## config.mk

```make
export PLATFORM = sky130hd
export DESIGN_NAME = dragster_spi_arbiter
export DESIGN_NICKNAME = d
export VERILOG_FILES = /design/src/rtl/dragster_spi_arbiter.sv
export SDC_FILE = /design/constraint.sdc
export NUM_CORES = 1
export LEC_CHECK = 0
export ABC_AREA = 1
export CAP_MARGIN = 5
export CORE_AREA = 3 3 96 98
export CTS_BUF_LIST = sky130_fd_sc_hd__clkbuf_16
export DETAILED_ROUTE_END_ITERATION = 12
export DIE_AREA = 0 0 99 101
export PLACE_DENSITY = 0.79
export REMOVE_ABC_BUFFERS = 1
export SYNTH_ARGS = -nofsm -noshare
export SYNTH_HDL_FRONTEND = slang
export SYNTH_SLANG_ARGS = --single-unit
```

## constraint.sdc

```tcl
create_clock -name clk -period 3.53 [get_ports clk]
set_input_delay 0.5295 -clock clk [delete_from_list [all_inputs] [get_ports clk]]
set_output_delay 0.5295 -clock clk [all_outputs]
set_load 0.01 [all_outputs]
```

## src/rtl/dragster_spi_arbiter.sv

```systemverilog
`default_nettype none
// ============================================================================
//  Module   : dragster_spi_arbiter
//  Purpose  : Round-robin arbiter granting two requesters access to a single
//             SPI master, with a per-transaction timeout and an idle guard gap
//             between transactions.
//  Revision : 1.0 - initial release
// ============================================================================
module dragster_spi_arbiter #(
  parameter int TIMEOUT_CYCLES = 4096,
  parameter int GUARD_CYCLES   = 4
) (
  input  logic        clk,
  input  logic        reset_n,
  input  logic        req0_valid,
  input  logic [15:0] req0_data,
  input  logic        req0_operation,
  input  logic [1:0]  req0_slave,
  output logic        req0_ready,
  output logic        req0_done,
  output logic        req0_timeout,
  output logic [7:0]  req0_rdata,
  input  logic        req1_valid,
  input  logic [15:0] req1_data,
  input  logic        req1_operation,
  input  logic [1:0]  req1_slave,
  output logic        req1_ready,
  output logic        req1_done,
  output logic        req1_timeout,
  output logic [7:0]  req1_rdata,
  output logic        spi_enable,
  output logic        spi_start_transaction,
  output logic [15:0] spi_outgoing_data,
  output logic        spi_operation,
  output logic [1:0]  spi_slave,
  input  logic        spi_end_of_transaction,
  input  logic [7:0]  spi_incoming_data,
  output logic        busy
);

  localparam logic [15:0] c_timeout    = 16'(TIMEOUT_CYCLES);
  localparam logic [7:0]  c_guard_last = 8'(GUARD_CYCLES - 1);

  typedef enum logic [1:0] {
    ST_IDLE  = 2'd0,
    ST_START = 2'd1,
    ST_WAIT  = 2'd2,
    ST_GUARD = 2'd3
  } state_t;

  state_t      r_state;
  logic        r_last_grant;
  logic        r_grant;
  logic [15:0] r_timer;
  logic [7:0]  r_guard_cnt;

  logic        w_any_valid;
  logic        w_winner;
  logic [15:0] w_timer_next;

  // Round-robin pick: a lone requester wins; on contention the one not served last wins.
  always_comb begin
    w_any_valid  = req0_valid | req1_valid;
    w_timer_next = r_timer + 16'd1;
    if (req0_valid && req1_valid) begin
      w_winner = ~r_last_grant;
    end else begin
      w_winner = req1_valid;
    end
  end

  // Transaction sequencer; every output is registered here.
  always_ff @(posedge clk) begin
    if (!reset_n) begin
      r_state               <= ST_IDLE;
      r_last_grant          <= 1'b1;
      r_grant               <= 1'b0;
      r_timer               <= 16'd0;
      r_guard_cnt           <= 8'd0;
      req0_ready            <= 1'b0;
      req1_ready            <= 1'b0;
      req0_done             <= 1'b0;
      req1_done             <= 1'b0;
      req0_timeout          <= 1'b0;
      req1_timeout          <= 1'b0;
      req0_rdata            <= 8'd0;
      req1_rdata            <= 8'd0;
      spi_enable            <= 1'b0;
      spi_start_transaction <= 1'b0;
      spi_outgoing_data     <= 16'd0;
      spi_operation         <= 1'b0;
      spi_slave             <= 2'd0;
      busy                  <= 1'b0;
    end else begin
      // Handshake strobes are single-cycle pulses by default.
      req0_ready            <= 1'b0;
      req1_ready            <= 1'b0;
      req0_done             <= 1'b0;
      req1_done             <= 1'b0;
      req0_timeout          <= 1'b0;
      req1_timeout          <= 1'b0;
      spi_start_transaction <= 1'b0;

      case (r_state)
        ST_IDLE: begin
          if (w_any_valid) begin
            r_grant           <= w_winner;
            r_last_grant      <= w_winner;
            spi_outgoing_data <= w_winner ? req1_data      : req0_data;
            spi_operation     <= w_winner ? req1_operation : req0_operation;
            spi_slave         <= w_winner ? req1_slave     : req0_slave;
            req0_ready        <= ~w_winner;
            req1_ready        <= w_winner;
            busy              <= 1'b1;
            r_state           <= ST_START;
          end
        end

        ST_START: begin
          spi_enable            <= 1'b1;
          spi_start_transaction <= 1'b1;
          r_timer               <= 16'd0;
          r_state               <= ST_WAIT;
        end

        ST_WAIT: begin
          r_timer <= w_timer_next;
          // Completion wins over a timeout expiring on the same cycle.
          if (spi_end_of_transaction) begin
            if (r_grant) begin
              req1_rdata <= spi_incoming_data;
              req1_done  <= 1'b1;
            end else begin
              req0_rdata <= spi_incoming_data;
              req0_done  <= 1'b1;
            end
            spi_enable  <= 1'b0;
            r_guard_cnt <= 8'd0;
            r_state     <= ST_GUARD;
          end else if (w_timer_next == c_timeout) begin
            if (r_grant) begin
              req1_done    <= 1'b1;
              req1_timeout <= 1'b1;
            end else begin
              req0_done    <= 1'b1;
              req0_timeout <= 1'b1;
            end
            spi_enable  <= 1'b0;
            r_guard_cnt <= 8'd0;
            r_state     <= ST_GUARD;
          end
        end

        ST_GUARD: begin
          if (r_guard_cnt == c_guard_last) begin
            busy    <= 1'b0;
            r_state <= ST_IDLE;
          end else begin
            r_guard_cnt <= r_guard_cnt + 8'd1;
          end
        end

        default: begin
          r_state <= ST_IDLE;
        end
      endcase
    end
  end

endmodule
`default_nettype wire

```

==> results of run 1 <==
## state kept, by name (all words and copies together), names as in the netlist
register / count
spi_start_transaction: 1
busy: 1
req0_done: 1
r_timer: 16
r_state: 2
r_guard_cnt: 8
req0_rdata: 8
req0_ready: 1
req1_ready: 1
spi_outgoing_data: 16
r_grant: 1
r_last_grant: 1
req1_done: 1
req1_rdata: 8
req0_timeout: 1
req1_timeout: 1
spi_operation: 1
spi_slave: 2
spi_enable: 1
## worst min-delay path, stage by stage, from the launching register on
cell	delay, ns
dfxtp_1	0.31
nand2_1	0.06
a21oi_1	0.05
## kinds of logic (layout without fill, tap and decap cells)
family	Yosys count	after routing
compound gates	99	99
flops	72	72
buf+inv	55	149
simple gates	244	244
xor+xnor	4	4
fa+ha+maj	6	6
## cell type report
class	count	area, um^2	area share, %
Multi-Input combinational cell	353	1740	36.4
Sequential cell	72	1440	30.1
Timing Repair Buffer	98	971	20.3
Clock buffer	9	225	4.71
Clock inverter	7	135	2.83
Tap cell	108	135	2.83
Inverter	35	131	2.75
## worst max path at each step
stage	end	slack, ns	startpoint	depth (start not counted)
after floorplan	spi_operation	1.12	req1_valid	5
after global placement	spi_outgoing_data[2]	1.23	req1_valid	7
after detailed placement	spi_operation	1.18	req1_valid	7
after CTS	r_guard_cnt[7]	1.40	r_timer[1]	12
after global routing	r_state[1]	1.19	r_timer[1]	14
final	r_guard_cnt[7]	1.38	r_timer[1]	12
## through the flow
step	power (mW)	hold WS, ns	worst slack [ns]
floorplan	1.54	0.429	1.12
global placement	1.98	0.453	1.23
detailed placement	2.01	0.459	1.18
CTS	3.11	0.467	1.40
global route	3.26	0.492	1.19
finish	3.09	0.465	1.38
## per-layer routing
metal  GRT usage (%)  wire length, um
met5               0                0
met4            5.99              134
met3            6.44              660
met2            29.2             4160
met1            22.3             3880
## placed cells by master, fill, tap and decap left out
cell type	synthesis	routed
a21oi_1	38	38
nand3_1	34	34
nor4_1	3	3
nand3_2	4	4
ha_1	6	6
o31ai_1	1	1
nor3_1	2	2
clkinv_1	2	3
nand2_1	134	134
nor2_4	5	5
nand4_1	4	4
a21oi_2	4	4
bufinv_16	0	4
dfxtp_1	72	72
clkdlybuf4s50_1	0	94
nand3_4	1	1
xor2_1	1	1
nand2_2	5	5
nand2_4	1	1
nand3b_1	2	2
nor2_2	2	3
nor2_1	47	46
a31oi_1	19	19
o21ai_2	1	1
o21ai_0	35	35
xnor2_1	3	3
clkinvlp_4	0	1
clkbuf_16	0	9
inv_1	33	34
buf_4	0	4
a211oi_1	1	1
## report_power, final
group | internal [mW] | leakage (nW) | total, mW | switching [mW]
sequential | 0.987 | 0.588 | 1.12 | 0.128
clock | 0.756 | 0.174 | 1.09 | 0.336
combinational | 0.414 | 1.02 | 0.886 | 0.472
==> impl_metrics.yaml, run 1 <==
drt:
  drt_iter0_markers: 173
  drc: 0
  totalWireLength_um: 8830
  dr.pass1.iters: 5
  postRouteAntennaNets: 0
  vias_per_cell: 5.06
  routed_wire_length_per_instance_um: 13.0
  num_vias: 3451
clock_tree:
  cts_hold_buf: 0
  cts.sinks: 72
  cts_buffers: 9
  clk_latency_ns: 0.33
  cts_tree: "done"
  path_clk_slew_ns: 0.06
  cts_resized: 0
  root_buffer: "clkbuf_16"
  htreeDepth: 3
  clockBufferDepth: 2
  postCtsSetupBuffers: 0
timing:
  maxSlewViolCount: 0
  worst_pin_slew_ns: 1.03
  finalSetupViolCount: 0
  clock-skew-final_ns: 0.00331
  fin_crit_ns: 2.15
  slew_headroom_pct: 31.1
  rsz0062_at_grt: "false"
  clock.fmax_mhz: 465
  post-route-period-util_pct: 60.9
  hold_viol: 0
  setup_tns_ns: 0
die:
  die_y_um: 101
  die_area_mm2: 0.0100
  placementRows: 34
  coreArea_mm2: 0.00855
  io-pin-count: 95
  die_x_um: 99
  start_util_pct: 39.8
critical_path:
  critPathLaunchType: "register"
  slowest_delay_ns: 0.36
  worstReg2RegStart: "r_timer[1]"
  r2r_end: "r_guard_cnt[7]"
  worst-r2r-cell-count: 12
  reg2reg_slack_ns: 1.38
  setup.worst_path.end_class: "register"
  path_buf_inv: 0
  crit_required_ns: 3.70
  cp_slowest_cell: "dfxtp_1"
  timing.critical_path.fanout_max: 16
  cp_top_family: "simple AND/OR/NAND/NOR gates"
  crit_arrival_ns: 2.32
  critPathKind: "register to register"
  path_cells: "ha_1 > nand3_1 > nor2_1 > nand3_1 > nand2_1 > nand3_1 > nor2_1 > nand3_4 > nand2_4 > nand2_1 > nand2_1 > a21oi_2"
synth:
  synth_area_mm2: 0.00340
  ys_warn_count: 0
  synth-edff-count: 0
  synth_top_flop_cell: "dfxtp_1"
  synth_mux_area_share_pct: 0
  ys_ff_latch: 72
  netlist.area_leader.share_pct: 42.4
  yosysTopAreaCell: "dfxtp_1"
  synth_compound_area_share_pct: 16.0
  synth_cells: 480
  async_flop_share_pct: 0
  synth_fa_ha_area_share_pct: 2.21
  syn_avg_cell_area_um2: 7.08
  synth_xor_area_share_pct: 1.03
  synth_common_cells: "nand2_1 (134), dfxtp_1 (72), nor2_1 (47)"
  yosysSeqAreaShare_pct: 42.4
  synth_area_leaders: "dfxtp_1 (42%), nand2_1 (15%), a21oi_1 (5.6%)"
  yosys.cell_types.count: 30
  synth-simple-area-share_pct: 32.0
  synth_top_family_by_area: "simple AND/OR/NAND/NOR gates"
  yosysMostFrequentCell: "nand2_1"
pwr:
  powerDensity_mw_per_mm2: 647
  p_leak_nw: 1.78
  peakVddDrop_uv: 362
min_path:
  hp-start: "req1_rdata[3]"
  hp-class: "register to register"
  hold_path_depth: 2
  hold_path_end: "req1_rdata[3]"
placed_design:
  place_area_mm2: 0.00442
  gp_congestion: 0.838
  place_inst: 666
  portBuffers: 94
  dp_hpwl_um: 6360
cells_and_area:
  fin_util_pct: 55.9
  finalInstanceArea_mm2: 0.00478
  fin_cells: 682
  nets: 626
  antenna_cells: 0
  fillers: 751
  area_growth_pct: 40.6
  drive_gt1_share_pct: 7.32
global_route:
  antenna_found_initial: 0
  grt_pass1_vias: 3387
  grt.total_usage_pct: 18.0
  grt_start_max_net_pins: 41
  grt_first_pass_wirelength_um: 14800
  grt-ovfl-total: 0
run_status:
  status: "complete, no violations"
job:
  cap_violations: 0
No activity file was read; power rests on OpenSTA's default activity.
==> run 2, diff against run 1 <==
==> constraint.sdc (replaced) <==
create_clock -name clk -period 2.1 [get_ports clk]
set_input_delay 0.315 -clock clk [delete_from_list [all_inputs] [get_ports clk]]
set_output_delay 0.315 -clock clk [all_outputs]
set_load 0.01 [all_outputs]
==> run 2 against run 1 <==
Compared with the run above:
- flip-flop and latch count stayed put
- utilization is 0.56 points higher
- critical path depth is 2 higher
- sequential power is 66% higher
- via count is 1.7% higher
- hold slack better by 0.0039 ns
- sequential share of layout area is 0.24 points lower
- clock power is 40% higher
- cell count is 1.2% higher
- count of clock-buffer cells in the layout stayed put
- non-clock buffer count is 7 higher
- critical endpoint is now r_state[1]
- largest cell class unchanged
==> impl_metrics.yaml, run 2 (synthesized netlist as in run 1, its figures left out) <==
clock_tree:
  cts.sinks: 72
  htreeDepth: 3
  cts_buffers: 9
  path_clk_slew_ns: 0.06
  clockBufferDepth: 2
  cts_tree: "done"
  cts_hold_buf: 0
  root_buffer: "clkbuf_16"
  clk_latency_ns: 0.33
die:
  die_area_mm2: 0.0100
  die_x_um: 99
  die_y_um: 101
  placementRows: 34
  start_util_pct: 39.8
  io-pin-count: 95
  coreArea_mm2: 0.00855
timing:
  fin_crit_ns: 1.95
  post-route-period-util_pct: 93.0
  hold_ws_ns: 0.469
  clock.fmax_mhz: 512
  rsz0062_at_grt: "false"
  maxSlewViolCount: 0
  slew_headroom_pct: 62.4
  finalSetupViolCount: 0
  hold_viol: 0
  clock-skew-final_ns: 0.00622
  worst_pin_slew_ns: 0.563
critical_path:
  crit_required_ns: 2.31
  timing.critical_path.fanout_max: 8
  setup.worst_path.end_class: "register"
  crit_arrival_ns: 2.16
  critPathKind: "register to register"
  critPathLaunchType: "register"
drt:
  vias_per_cell: 5.09
  drt_iter0_markers: 129
  totalWireLength_um: 9180
  postRouteAntennaNets: 0
  routed_wire_length_per_instance_um: 13.3
  dr.pass1.iters: 4
  num_vias: 3511
  drc: 0
global_route:
  grt.total_usage_pct: 18.5
  grt_pass1_vias: 3403
  antenna_found_initial: 0
  grt_start_max_net_pins: 40
  grt_first_pass_wirelength_um: 15200
  grt-ovfl-total: 0
placed_design:
  dp_hpwl_um: 6520
  gp_congestion: 0.843
  portBuffers: 94
  place_area_mm2: 0.00446
cells_and_area:
  layout_common_cells: "nand2_1 (132), clkdlybuf4s50_1 (94), dfxtp_1 (70)"
  regArea_mm2: 0.00144
  fillers: 765
  reg_top3: "r_timer (16), spi_outgoing_data (16)"
  layout_commonest_cell: "nand2_1"
  area_growth_pct: 42.0
  drive_gt1_share_pct: 10.3
  multi_input_area_mm2: 0.00179
  finalInstanceArea_mm2: 0.00483
  antenna_cells: 0
  nets: 634
pwr:
  p_leak_nw: 1.80
  peakVddDrop_uv: 574
  powerDensity_mw_per_mm2: 1020
min_path:
  hp-class: "register to register"
run_status:
  status: "complete, no violations"
job:
  cap_violations: 0
## run 2: cell types whose count changed in the layout (fill, tap and decap cells not counted), sizes merged
cell and delta:
buf +7, clkinv +4, bufinv -3, clkinvlp -1
nand2 +1
## run 2: through the flow
stage / power (mW) / utilization (%) / TNS (ns) / setup WS, ns / cells
after global routing: 5.23 / 56.5 / 0 / 0.0164 / 690
after floorplan: 2.59 / - / -2.19 / -0.130 / 460
after CTS: 4.94 / 55.7 / 0 / 0.0512 / 687
after global placement: 3.35 / 52.2 / 0 / 0.193 / 671
final: 4.94 / 56.5 / 0 / 0.148 / 690
after detailed placement: 3.39 / 52.2 / 0 / 0.0920 / 671
## run 2: cell type report
cell class                      count  share of cell area [%]
Clock buffer                        9                    4.66
Clock inverter                      7                    1.68
Inverter                           35                    2.72
Multi-Input combinational cell    354                    37.0
Sequential cell                    72                    29.9
Tap cell                          108                    2.80
Timing Repair Buffer              105                    21.2
## run 2: path summary, 6_finish.rpt
check	slack [ns]	cells past startpoint	from	endpoint
max	0.15	14	r_timer[0]	r_state[1]
min reg2reg	0.47	2	req1_rdata[4]	req1_rdata[4]
max reg2reg	0.15	14	r_timer[0]	r_state[1]
min	0.47	2	req1_rdata[4]	req1_rdata[4]
## run 2: repair_timing
action                                 in CTS  in global routing
gates resized for setup                     0                 10
endpoints found under the hold margin       0                  0
setup buffers                               0                  2
setup endpoints to repair                   0                 15
## run 2: critical path, stage by stage (launching register included)
cell      delay, ns
dfxtp_2        0.34
ha_4           0.16
nand2_2        0.09
nor2_4         0.06
buf_4          0.14
nand2_1        0.07
nand3b_1       0.08
nor2_1         0.13
nand2_1        0.11
nor2_4         0.14
nand3_4        0.16
nand2_8        0.15
nand2_1        0.07
nand2_1        0.09
a21oi_2        0.05
## run 2: routing by layer
layer | vias up | wire length (um) | track usage (%)
met3 | 7 | 682 | 6.16
met4 | 0 | 87 | 4.73
met2 | 106 | 4550 | 31.1
met5 | - | 0 | 0
met1 | 1617 | 3850 | 22.6
li1 | 1781 | - | -
## run 2: where the power goes
part           switching, mW  internal, mW
Sequential             0.198          1.66
Clock                  0.599         0.933
Combinational          0.822         0.724
==> run 3, diff against run 2 <==
--- a/config.mk
+++ b/config.mk
@@ -5,13 +5,12 @@
 export SDC_FILE = /design/constraint.sdc
 export NUM_CORES = 1
 export LEC_CHECK = 0
-export ABC_AREA = 1
 export CAP_MARGIN = 5
-export CORE_AREA = 3 3 96 98
+export CORE_AREA = 3 3 99 101
 export CTS_BUF_LIST = sky130_fd_sc_hd__clkbuf_16
 export DETAILED_ROUTE_END_ITERATION = 12
-export DIE_AREA = 0 0 99 101
-export PLACE_DENSITY = 0.79
+export DIE_AREA = 0 0 102 104
+export PLACE_DENSITY = 0.78
 export REMOVE_ABC_BUFFERS = 1
 export SYNTH_ARGS = -nofsm -noshare
 export SYNTH_HDL_FRONTEND = slang
==> run 3 against run 2 <==
Compared with the run above:
- the flow now finishes with violations (setup timing)
- worst setup slack got worse by 0.18 ns
- power increased by 3.2%
- global-route usage decreased by 0.98 points
- register-to-register slack got worse by 0.18 ns
==> impl_metrics.yaml, run 3 <==
run_status:
  status: "finished with violations"
  violations: "setup timing"
pwr:
  switching_share_pct: 34.1
  switchingPower_mw: 1.74
  p_leak_nw: 2.30
  p_clk_share_pct: 28.5
  internal-power_mw: 3.35
  peakVddDrop_uv: 526
  comb_power_share_pct: 38.3
  power_mw: 5.09
  powerDensity_mw_per_mm2: 955
  p_seq_share_pct: 33.2
placed_design:
  portBuffers: 94
  gp_congestion: 0.809
  dp_hpwl_um: 6630
  preCtsSetupSlack_ns: -0.123
  place_area_mm2: 0.00497
synth:
  synth_area_leaders: "dfxtp_1 (40%), mux2i_1 (11%), nand2_1 (6.5%)"
  synth_top_flop_cell: "dfxtp_1"
  async_flop_share_pct: 0
  yosys.cell_types.count: 52
  synth-edff-count: 0
  syn_avg_cell_area_um2: 8.94
  netlist.area_leader.share_pct: 39.7
  yosysSeqAreaShare_pct: 39.7
  ys_warn_count: 0
  synth_cells: 406
  synth_common_cells: "dfxtp_1 (72), nand2_1 (63), mux2i_1 (40)"
  synth_area_mm2: 0.00363
  ys_ff_latch: 72
  yosysMostFrequentCell: "dfxtp_1"
  yosysTopAreaCell: "dfxtp_1"
drt:
  totalWireLength_um: 9400
  vias_per_cell: 5.34
  num_vias: 3458
  drt_iter0_markers: 204
  drc: 0
  postRouteAntennaNets: 0
  routed_wire_length_per_instance_um: 14.5
  dr.pass1.iters: 6
cells_and_area:
  reg_top3: "r_timer (16), spi_outgoing_data (16)"
  nets: 588
  finalInstanceArea_mm2: 0.00533
  area_growth_pct: 46.9
  layout_common_cells: "clkdlybuf4s50_1 (93), dfxtp_1 (68), nand2_1 (61)"
  antenna_cells: 0
  layout_commonest_cell: "clkdlybuf4s50_1"
  drive_gt1_share_pct: 16.6
clock_tree:
  root_buffer: "clkbuf_16"
  clk_latency_ns: 0.33
  htreeDepth: 3
  clockBufferDepth: 2
  path_clk_slew_ns: 0.06
  cts.sinks: 72
  cts_hold_buf: 0
  cts_tree: "done"
  cts_buffers: 9
timing:
  fin_crit_ns: 2.14
  slew_headroom_pct: 63.4
  worst_pin_slew_ns: 0.548
  finalSetupViolCount: 1
  hold_viol: 0
  post-route-period-util_pct: 102
  clock-skew-final_ns: 0.00869
  clock.fmax_mhz: 468
  maxSlewViolCount: 0
  rsz0062_at_grt: "true"
  finalWorstSetupSlack_ns: -0.0360
  hold_ws_ns: 0.412
  setup_tns_ns: -0.0360
die:
  placementRows: 35
  io-pin-count: 95
  coreArea_mm2: 0.00911
  die_y_um: 104
  die_x_um: 102
  start_util_pct: 39.9
  die_area_mm2: 0.0106
critical_path:
  reg2reg_slack_ns: -0.04
  r2r_end: "req0_timeout"
  critPathLaunchType: "register"
  slowest_delay_ns: 0.56
  critPathKind: "register to register"
  crit_arrival_ns: 2.39
  cp_top_family: "simple AND/OR/NAND/NOR gates"
  worst-r2r-cell-count: 6
  timing.critical_path.fanout_max: 5
  path_cells: "and4_4 > a211o_1 > a211oi_2 > o2111ai_4 > or4_4 > nor3b_2"
  cp_slowest_cell: "or4_4"
  worstReg2RegStart: "r_timer[0]"
  setup.worst_path.end_class: "register"
  path_buf_inv: 0
  crit_required_ns: 2.35
min_path:
  hold_path_end: "r_timer[10]"
  hp-start: "reset_n"
  hp-class: "input port to register"
  hold_path_depth: 2
global_route:
  grt_pass1_vias: 3368
  grt_start_max_net_pins: 33
  grt.total_usage_pct: 17.5
  grt-ovfl-total: 0
  grt_first_pass_wirelength_um: 15500
  antenna_found_initial: 0
job:
  cap_violations: 0
==> run 3: cell count changes after synthesis, moves of 20 or more <==
cell | previous run | this run
a21oi_1 | 38 | 10
inv_1 | 33 | 6
mux2i_1 | 0 | 40
nand2_1 | 134 | 63
nor2_1 | 47 | 6
nor2b_1 | 0 | 26
o211a_1 | 0 | 20
o21ai_0 | 35 | 10
==> run 3: worst max path at each step <==
| stage | from | endpoint | slack, ns | cells past startpoint |
|---|---|---|---|---|
| 5_1_grt | r_timer[0] | req0_timeout | -0.08 | 6 |
| 6_report | r_timer[0] | req0_timeout | -0.04 | 6 |
| 2_1_floorplan | req1_valid | spi_operation | -0.27 | 4 |
| 3_5_place_dp | r_timer[0] | req0_timeout | -0.12 | 7 |
| 4_1_cts | r_timer[0] | req0_timeout | -0.05 | 6 |
| 3_3_place_gp | r_timer[0] | req0_timeout | 0.005 | 7 |
==> run 3: stage by stage <==
step           instances  util (%)
2_1_floorplan        382         -
3_3_place_gp         631      54.5
3_5_place_dp         631      54.5
4_1_cts              647      57.9
5_1_grt              647      58.6
6_report             647      58.6
==> run 3: cells by family after synthesis <==
logic type / after synthesis / share of synthesized area (%)
compound gates: 73 / 16.2
xor+xnor: 6 / 1.45
fa+ha+maj: 6 / 2.07
buf+inv: 31 / 3.48
flops: 72 / 39.7
mux: 40 / 11.0
simple gates: 178 / 26.1
==> run 3: layout make-up <==
type,instances,area [um^2]
well taps,111,139
inverters,7,26.3
multi-input cells,303,2140
clock buffers,9,225
flip-flops and latches,72,1450
fillers,761,3770
repair buffers,138,1290
clock inverters,7,60.1
==> run 3: metal layers <==
layer | GRT usage, % | part of all wire [%] | vias up
met5 | 0 | 0 | -
met1 | 22.3 | 42 | 1649
met3 | 3.42 | 4.3 | 10
li1 | - | - | 1710
met2 | 30.0 | 52 | 89
met4 | 3.94 | 1.1 | 0
==> run 3: what timing repair did <==
item	in CTS	in global routing
resized for setup	10	13
pin swaps	6	4
gates cloned	0	0
setup buffers	0	0
endpoints found under the setup margin	9	11
==> run 3: power by group through the flow <==
stage / combinational, mW / sequential, mW / clock, mW
2_1_floorplan: 0.964 / 1.78 / 0
3_3_place_gp: 1.86 / 1.70 / 0
3_5_place_dp: 1.89 / 1.71 / 0
4_1_cts: 1.94 / 1.69 / 1.47
5_1_grt: 2.13 / 1.72 / 1.53
6_report: 1.95 / 1.69 / 1.45
